$ cat config.mk
export PLATFORM = sky130hd
export DESIGN_NAME = fp_multiplier_pipe_flat
export DESIGN_NICKNAME = d
export VERILOG_FILES = /design/src/rtl/fp_multiplier_pipe_if.sv /design/src/rtl/fp_multiplier_pipe.sv /design/src/flat_wrapper.sv
export SDC_FILE = /design/constraint.sdc
export NUM_CORES = 2
export LEC_CHECK = 0
export BUFFER_PORTS_ARGS = -buffer_cell sky130_fd_sc_hd__buf_2
export CAP_MARGIN = 20
export CORE_MARGIN = 2
export CORE_UTILIZATION = 35
export CTS_CLUSTER_SIZE = 28
export DETAILED_ROUTE_END_ITERATION = 10
export SLEW_MARGIN = 10
export SYNTH_ARGS = -nofsm -noshare
export SYNTH_HDL_FRONTEND = slang
export SYNTH_SLANG_ARGS = --single-unit
export TNS_END_PERCENT = 20
$ cat constraint.sdc
create_clock -name clk -period 6.6 [get_ports clk]
set_clock_uncertainty 0.05 [all_clocks]
set_input_delay 1.65 -clock clk [delete_from_list [all_inputs] [get_ports clk]]
set_output_delay 1.65 -clock clk [all_outputs]
set_load 0.02 [all_outputs]
$ cat src/rtl/fp_multiplier_pipe_if.sv
// Operand/result handshake bundle for fp_multiplier_pipe.
// master = issue/writeback side, slave = the multiplier.
interface fp_multiplier_pipe_if #(
    parameter int N = 32
);
    logic         in_valid;
    logic         in_ready;
    logic [N-1:0] A;
    logic [N-1:0] B;
    logic         out_valid;
    logic         out_ready;
    logic [N-1:0] Result;

    modport master (
        output in_valid, A, B, out_ready,
        input  in_ready, out_valid, Result
    );

    modport slave (
        input  in_valid, A, B, out_ready,
        output in_ready, out_valid, Result
    );
endinterface

$ cat src/rtl/fp_multiplier_pipe.sv
// 3-stage IEEE-754 multiplier (RNE, flush-to-zero), N = 32 or 64.
// Define FP_MUL_FLAGS_EN to add the {invalid,overflow,underflow,inexact} port.
module fp_multiplier_pipe #(
    parameter int N = 32
) (
    input  logic clk,
    input  logic rst,
    fp_multiplier_pipe_if.slave bus
`ifdef FP_MUL_FLAGS_EN
    ,
    output logic [3:0] flags
`endif
);
    localparam int M = (N == 64) ? 52 : 23;
    localparam int E = (N == 64) ? 11 : 8;
    localparam int P = 2 * M + 2;
    localparam logic [E+1:0] BIAS = (E+2)'((1 << (E - 1)) - 1);
    localparam logic [E+1:0] EMAX = (E+2)'((1 << E) - 1);

    typedef enum logic [1:0] {K_NORM, K_NAN, K_INF, K_ZERO} kind_t;

    typedef struct packed {
        logic         sign;
        kind_t        kind;
`ifdef FP_MUL_FLAGS_EN
        logic         inv;
`endif
        logic [E+1:0] exp;
        logic [M:0]   ma;
        logic [M:0]   mb;
    } s1_t;

    typedef struct packed {
        logic         sign;
        kind_t        kind;
`ifdef FP_MUL_FLAGS_EN
        logic         inv;
`endif
        logic [E+1:0] exp;
        logic [P-1:0] prod;
    } s2_t;

    logic         stall;
    logic         adv;
    logic         v1_q, v2_q, v3_q;
    logic [N-1:0] res_q;
    logic [N-1:0] res_d;
    s1_t          s1_d, s1_q;
    s2_t          s2_q;

    assign stall         = v3_q && !bus.out_ready;
    assign adv           = !stall;
    assign bus.in_ready  = adv;
    assign bus.out_valid = v3_q;
    assign bus.Result    = res_q;

    // S1: unpack, classify, sign and biased exponent sum
    logic         s_a, s_b;
    logic [E-1:0] e_a, e_b;
    logic [M-1:0] f_a, f_b;
    logic         z_a, z_b, i_a, i_b, n_a, n_b;

    assign {s_a, e_a, f_a} = bus.A;
    assign {s_b, e_b, f_b} = bus.B;
    assign z_a = (e_a == '0);
    assign z_b = (e_b == '0);
    assign i_a = (&e_a) && (f_a == '0);
    assign i_b = (&e_b) && (f_b == '0);
    assign n_a = (&e_a) && (f_a != '0);
    assign n_b = (&e_b) && (f_b != '0);

    always_comb begin
        s1_d      = '0;
        s1_d.sign = s_a ^ s_b;
        s1_d.exp  = {2'b00, e_a} + {2'b00, e_b} - BIAS;
        s1_d.ma   = {1'b1, f_a};
        s1_d.mb   = {1'b1, f_b};
        s1_d.kind = K_NORM;
        if (n_a || n_b) begin
            s1_d.kind = K_NAN;
        end else if ((i_a && z_b) || (i_b && z_a)) begin
            s1_d.kind = K_NAN;
`ifdef FP_MUL_FLAGS_EN
            s1_d.inv  = 1'b1;
`endif
        end else if (i_a || i_b) begin
            s1_d.kind = K_INF;
        end else if (z_a || z_b) begin
            s1_d.kind = K_ZERO;
        end
    end

    // S3: normalise, round to nearest even, range check, pack
    logic [M-1:0] mant;
    logic         guard, sticky, inc;
    logic [M:0]   rnd;
    logic [E+1:0] exp_n, exp_f;
    logic         ovf, unf;

    always_comb begin
        if (s2_q.prod[P-1]) begin
            mant   = s2_q.prod[2*M:M+1];
            guard  = s2_q.prod[M];
            sticky = |s2_q.prod[M-1:0];
        end else begin
            mant   = s2_q.prod[2*M-1:M];
            guard  = s2_q.prod[M-1];
            sticky = |s2_q.prod[M-2:0];
        end
        exp_n = s2_q.exp + {{(E+1){1'b0}}, s2_q.prod[P-1]};
        inc   = guard && (sticky || mant[0]);
        rnd   = {1'b0, mant} + {{M{1'b0}}, inc};
        exp_f = exp_n + {{(E+1){1'b0}}, rnd[M]};
        ovf   = !exp_f[E+1] && (exp_f[E:0] >= EMAX[E:0]);
        unf   = exp_f[E+1] || (exp_f == '0);
    end

    always_comb begin
        res_d = '0;
        unique case (s2_q.kind)
            K_NAN:  res_d = '1;
            K_INF:  res_d = {s2_q.sign, {E{1'b1}}, {M{1'b0}}};
            K_ZERO: res_d = {s2_q.sign, {(N-1){1'b0}}};
            default: begin
                if (ovf)
                    res_d = {s2_q.sign, {E{1'b1}}, {M{1'b0}}};
                else if (unf)
                    res_d = {s2_q.sign, {(N-1){1'b0}}};
                else
                    res_d = {s2_q.sign, exp_f[E-1:0], rnd[M-1:0]};
            end
        endcase
    end

`ifdef FP_MUL_FLAGS_EN
    logic [3:0] flags_d;

    always_comb begin
        flags_d = {s2_q.inv, 3'b000};
        if (s2_q.kind == K_NORM)
            flags_d = {1'b0, ovf, unf & ~ovf, guard | sticky | ovf | unf};
    end
`endif

    always_ff @(posedge clk) begin
        if (rst) begin
            v1_q  <= 1'b0;
            v2_q  <= 1'b0;
            v3_q  <= 1'b0;
            res_q <= '0;
`ifdef FP_MUL_FLAGS_EN
            flags <= '0;
`endif
        end else if (adv) begin
            v1_q <= bus.in_valid;
            v2_q <= v1_q;
            v3_q <= v2_q;
            if (v2_q) begin
                res_q <= res_d;
`ifdef FP_MUL_FLAGS_EN
                flags <= flags_d;
`endif
            end
        end
    end

    // S2: significand product; datapath needs no reset, valids gate it
    always_ff @(posedge clk) begin
        if (adv) begin
            s1_q      <= s1_d;
            s2_q.sign <= s1_q.sign;
            s2_q.kind <= s1_q.kind;
`ifdef FP_MUL_FLAGS_EN
            s2_q.inv  <= s1_q.inv;
`endif
            s2_q.exp  <= s1_q.exp;
            s2_q.prod <= P'(s1_q.ma) * P'(s1_q.mb);
        end
    end
endmodule

$ cat src/flat_wrapper.sv
// flat-port wrapper written by rule: the top's interface ports become plain ports
module fp_multiplier_pipe_flat 
#(
    parameter int N = 32
)
  (clk, rst, bus_in_valid, bus_A, bus_B, bus_out_ready, bus_in_ready, bus_out_valid, bus_Result);
  fp_multiplier_pipe_if #(.N(N)) bus_i ();
  input  logic clk;
  input  logic rst;
  input wire logic [$bits(bus_i.in_valid)-1:0] bus_in_valid;
  input wire logic [$bits(bus_i.A)-1:0] bus_A;
  input wire logic [$bits(bus_i.B)-1:0] bus_B;
  input wire logic [$bits(bus_i.out_ready)-1:0] bus_out_ready;
  output wire logic [$bits(bus_i.in_ready)-1:0] bus_in_ready;
  output wire logic [$bits(bus_i.out_valid)-1:0] bus_out_valid;
  output wire logic [$bits(bus_i.Result)-1:0] bus_Result;
  assign bus_i.in_valid = bus_in_valid;
  assign bus_i.A = bus_A;
  assign bus_i.B = bus_B;
  assign bus_i.out_ready = bus_out_ready;
  assign bus_in_ready = bus_i.in_ready;
  assign bus_out_valid = bus_i.out_valid;
  assign bus_Result = bus_i.Result;
  fp_multiplier_pipe #(.N(N)) u_core (.clk(clk), .rst(rst), .bus(bus_i));
endmodule
### After elaboration in Yosys (flattened, before gate mapping)

Cells that the tools add are included.

* add/subtract/negate cells: 5
* multiply operators: 1
* $lt $le $gt $ge: 1
* equal/unequal tests: 3
* multiplexer cells: 8
* bitwise logic cells: 2
* reductions and logical operators: 31

Operators by type and width (number)
* 32-bit case mux with 3 select lines: 1
* 31-bit two-way mux: 2
* 24-bit by 24-bit multiplier with 48-bit output: 1
* 23-bit zero test: 2
* 23-bit nonzero test: 2
* 23-bit by 1-bit adder with 24-bit output: 1
* 23-bit two-way mux: 1
* 23-bit OR reduction: 1
* 22-bit OR reduction: 1
* 10-bit by 1-bit adder with 10-bit output: 2
* 8-bit zero test: 2
* 8-bit AND reduction: 2
* 10-bit zero test: 1
* 10-bit by 7-bit subtractor with 10-bit output, second input constant: 1
* 8-bit by 8-bit adder with 9-bit output: 1
* 9-bit by 8-bit greater-or-equal comparator with 1-bit output, second input constant: 1
* 1-bit logical AND: 9
* 1-bit logical OR: 6
* 2-bit equality test, second input constant: 2
* 2-bit two-way mux: 2
* 1-bit zero test: 3
* 2-bit by 1-bit equality test with 1-bit output, second input constant: 1
* 1-bit two-way mux: 2
* 2-bit AND reduction: 1
* other kinds (3): 3

* bits in registers: 155
* word-level logic and storage cells: 64

### Longest topological paths before layout

* depth after elaboration: 11
* mapped depth: 26
* depth with buffers taken out: 24

### Worst setup path before layout

Ideal clock, no wire load.

* path kind: input-to-output
* start: input bus_out_ready
* end: output bus_in_ready
* arrival time: 5.301 ns
* data required time: 4.900 ns
* slack: -0.401 ns
* stages: 2
* path buffers: 1
* path through: nand2b_1 > clkbuf_1

* word-level cells in the longest chain between the ends: 3

RTL lines
* start: declaration: line flat_wrapper.sv:13 `input wire logic [$bits(bus_i.out_ready)-1:0] bus_out_ready;`
* 1-bit zero test: line fp_multiplier_pipe.sv:51 `assign stall = v3_q && !bus.out_ready;`
* 1-bit logical AND: line fp_multiplier_pipe.sv:51
* 1-bit zero test: line fp_multiplier_pipe.sv:52 `assign adv = !stall;`
* end: declaration: line flat_wrapper.sv:14 `output wire logic [$bits(bus_i.in_ready)-1:0] bus_in_ready;`

No other way between the ends.

### Worst setup path in the final report

* start: register u_core.s1_q[13] (netlist bit)
* end: register u_core.s2_q[45] (netlist bit), data pin

* word-level cells in the longest chain between the ends: 1

RTL lines
* start: declaration: line fp_multiplier_pipe.sv:48 `s1_t s1_d, s1_q;`
* start signal: assignment: line fp_multiplier_pipe.sv:170 `s1_q <= s1_d;`
* 24-bit by 24-bit multiplier with 48-bit output: line fp_multiplier_pipe.sv:177 `s2_q.prod <= P'(s1_q.ma) * P'(s1_q.mb);`
* end: declaration: line fp_multiplier_pipe.sv:49 `s2_t s2_q;`

No other way between the ends.
A chain may end at the register's enable or synchronous reset.

==> out/qor.yml <==
outcome:
  status: "finished, violations left"
  violations: "negative setup slack"
clocking:
  cts-root-buf: "clkbuf_16"
  htreeDepth: 4
  insertion_delay_ns: 0.50
  cts_tree: "done"
  hold_buffers: 0
  clockBufferDepth: 2
  clock_sink_count: 155
  cts_buffers: 17
  path_clk_slew_ns: 0.08
worst_setup_path:
  cp-end-kind: "flip-flop"
  cp_slowest_cell: "fa_1"
  startpoint: "u_core.s1_q[13]"
  cp-start-kind: "flip-flop"
  path_max_fanout: 6
  path_class: "reg2reg"
  worst_ep_arrival_time_ns: 7.10
  cp_data_required_time_ns: 6.78
  worst_path_largest_cell_delay_ns: 0.56
  crit_chain: "buf_12 -> buf_8 -> and2_4 -> fa_1 -> inv_2 -> fa_1 -> inv_2 -> fa_1 -> fa_1 -> fa_1 -> fa_1 -> inv_2 -> fa_1 -> inv_2 -> ha_4 -> nand4_1 -> or3_4 -> o22a_1 -> o211a_1 -> o21ai_2 -> a31oi_2 -> o31ai_2 -> xor2_1"
  crit_top_cell: "fa_1"
  r2r-start: "u_core.s1_q[13]"
synthesis:
  synth_edf_count: 120
  synth_area_um2: 25400
  synth_seq_cells: 155
  synth_top_cell_by_area: "fa_1"
  synth_commonest_cells: "inv_1 (579), fa_1 (484), nand2_1 (314)"
  postSynthAreaPerCell_um2: 9.57
  yosysSeqAreaShare: 0.170
  synth.most_common_cell: "inv_1"
  synth.distinct_cells: 71
  synth_ff_type: "edfxtp_1"
  ys_warn_count: 0
  synth_area_leaders: "fa_1 (38%), edfxtp_1 (14%), ha_1 (9.2%), inv_1 (8.6%), and2_1 (6.0%)"
  yosysTopAreaCellShare: 0.382
  async_flop_share: 0
  synthCells: 2652
  syn_nets: 3390
grt:
  grt_pass1_vias: 20100
  use_met3: 0.0485
  grt_usage: 0.198
  grt_use_met2: 0.330
  met1_usage: 0.239
  antenna_found_initial: 7
  grt-ovfl-total: 0
  grt_pass1_wl_um: 112000
  grt_max_degree: 52
  top_usage_layer: "met2"
timing:
  rsz0062_at_grt: "true"
  hold_viol: 0
  fin_crit_ns: 6.92
  min_period_over_period: 1.05
  max_freq_ghz: 0.144
  fin_ws_ns: -0.325
  slew_violations: 0
  tightest_slew_ns: 0.928
  setup_viol: 16
  relSlewSlack: 0.376
placement:
  port_buffers: 101
  post-dp-hpwl_um: 60100
  gp_congestion: 0.901
routing:
  vias: 19100
  dr.pass1.iters: 5
  wl_per_cell_um: 17.9
  ant_nets: 0
  routed_via_density: 4.85
  drt-total-wl_um: 70800
  drc: 0
  dr.first_iter.drc_count: 1027
floorplan:
  row_count: 98
  core_area_um2: 71600
  die_width_um: 273
  die_y_um: 273
  ioPinCount: 102
  dieArea_um2: 74700
  start_util: 0.355
layout:
  post-route-util: 0.426
  nets: 3718
  layout-drive-gt1-share: 0.189
  area_growth_pct: 20.1
  fillers: 7017
flow_run:
  cap_violations: 0
hold_path:
  hp-class: "reg2reg"
  hp-start: "u_core.s1_q[55]"
worst paths after layout:
check,end,slack (ns),depth (start not counted)
worst min register to register,u_core.s2_q[55],0.37,0
worst max-delay path,u_core.s2_q[45],-0.32,23
worst min-delay path,u_core.s2_q[55],0.37,0
worst max register to register,u_core.s2_q[45],-0.32,23
critical path: cells and delay by family, from the launching register on:
family | cells | cell delay [ns]
AND/OR/NAND/NOR | 3 | 0.68
AO/OA/AOI/OAI | 5 | 0.98
adder cells (fa/ha/maj) | 8 | 3.93
XOR/XNOR | 1 | 0.11
buffers and inverters | 6 | 0.46
flip-flops | 1 | 0.42
layer usage:
layer / up-vias / share of wire
li1: 8794 / -
met1: 9702 / 0.40
met2: 469 / 0.49
met3: 152 / 0.062
met4: 6 / 0.050
met5: - / 0.00057
kinds of logic after synthesis:
| logic type | Yosys count | share of synthesized area |
|---|---|---|
| DFF | 155 | 0.170 |
| muxes | 20 | 0.00793 |
| and+or+nand+nor | 806 | 0.158 |
| AOI/OAI and AO/OA | 220 | 0.0576 |
| adders and majority gates | 670 | 0.473 |
| buffers and inverters | 691 | 0.103 |
| xor gates and xnor gates | 90 | 0.0310 |
registers in the layout (all words and copies together), names as in the netlist:
| name | flops |
|---|---|
| u_core.s2_q | 61 |
| u_core.s1_q | 59 |
| u_core.bus.out_valid | 1 |
| u_core.v2_q | 1 |
| u_core.v1_q | 1 |
| u_core.bus.Result | 32 |
through the flow:
stage | setup slack, ns | hold slack, ns | TNS (ns) | cell area [µm²] | instances
floorplan | -0.101 | 0.350 | -0.118 | 25400 | 2652
global placement | -0.543 | 0.354 | -5.92 | 29000 | 3877
detailed placement | -0.585 | 0.355 | -6.88 | 29000 | 3877
CTS | -0.306 | 0.372 | -3.07 | 30200 | 3941
global route | -0.506 | 0.382 | -6.89 | 30500 | 3944
finish | -0.325 | 0.372 | -2.85 | 30500 | 3946
placed cells by master, fill, tap and decap left out, drive strengths merged, types with 5 or more instances in the layout:
cell type,count
clkbuf,18
a21boi,5
or4,7
and2,244
clkinv,7
xnor2,52
nand2b,5
nand3,28
nor2b,12
a211oi,18
o21ai,28
edfxtp,120
and4,5
a21o,30
buf,416
xor2,38
dfxtp,35
nor3,15
and3,16
o21bai,7
ha,186
nor4,17
fa,484
a31oi,12
nand2,314
mux2i,19
nor2,110
or3,8
nand4,14
a21oi,60
o22ai,18
o21a,9
inv,589
what timing repair did:
item / in CTS / in global routing
pin swaps: 66 / 65
setup endpoints to repair: 25 / 29
buffers inserted: 32 / 3
gates resized for setup: 104 / 72
area by class of cell:
class                   count  area, µm²  area share
inverters                 584       2200      0.0720
flip-flops and latches    155       4300       0.141
multi-input cells        1806      19000       0.623
repair buffers            416       3240       0.106
clock buffers              18        429      0.0141
diodes                      3       7.51    0.000246
well taps                 950       1190      0.0390
clock inverters            14        129     0.00423
Power is not shown: default switching activity piles up to over one toggle a cycle in this logic, so the estimate is an artifact.
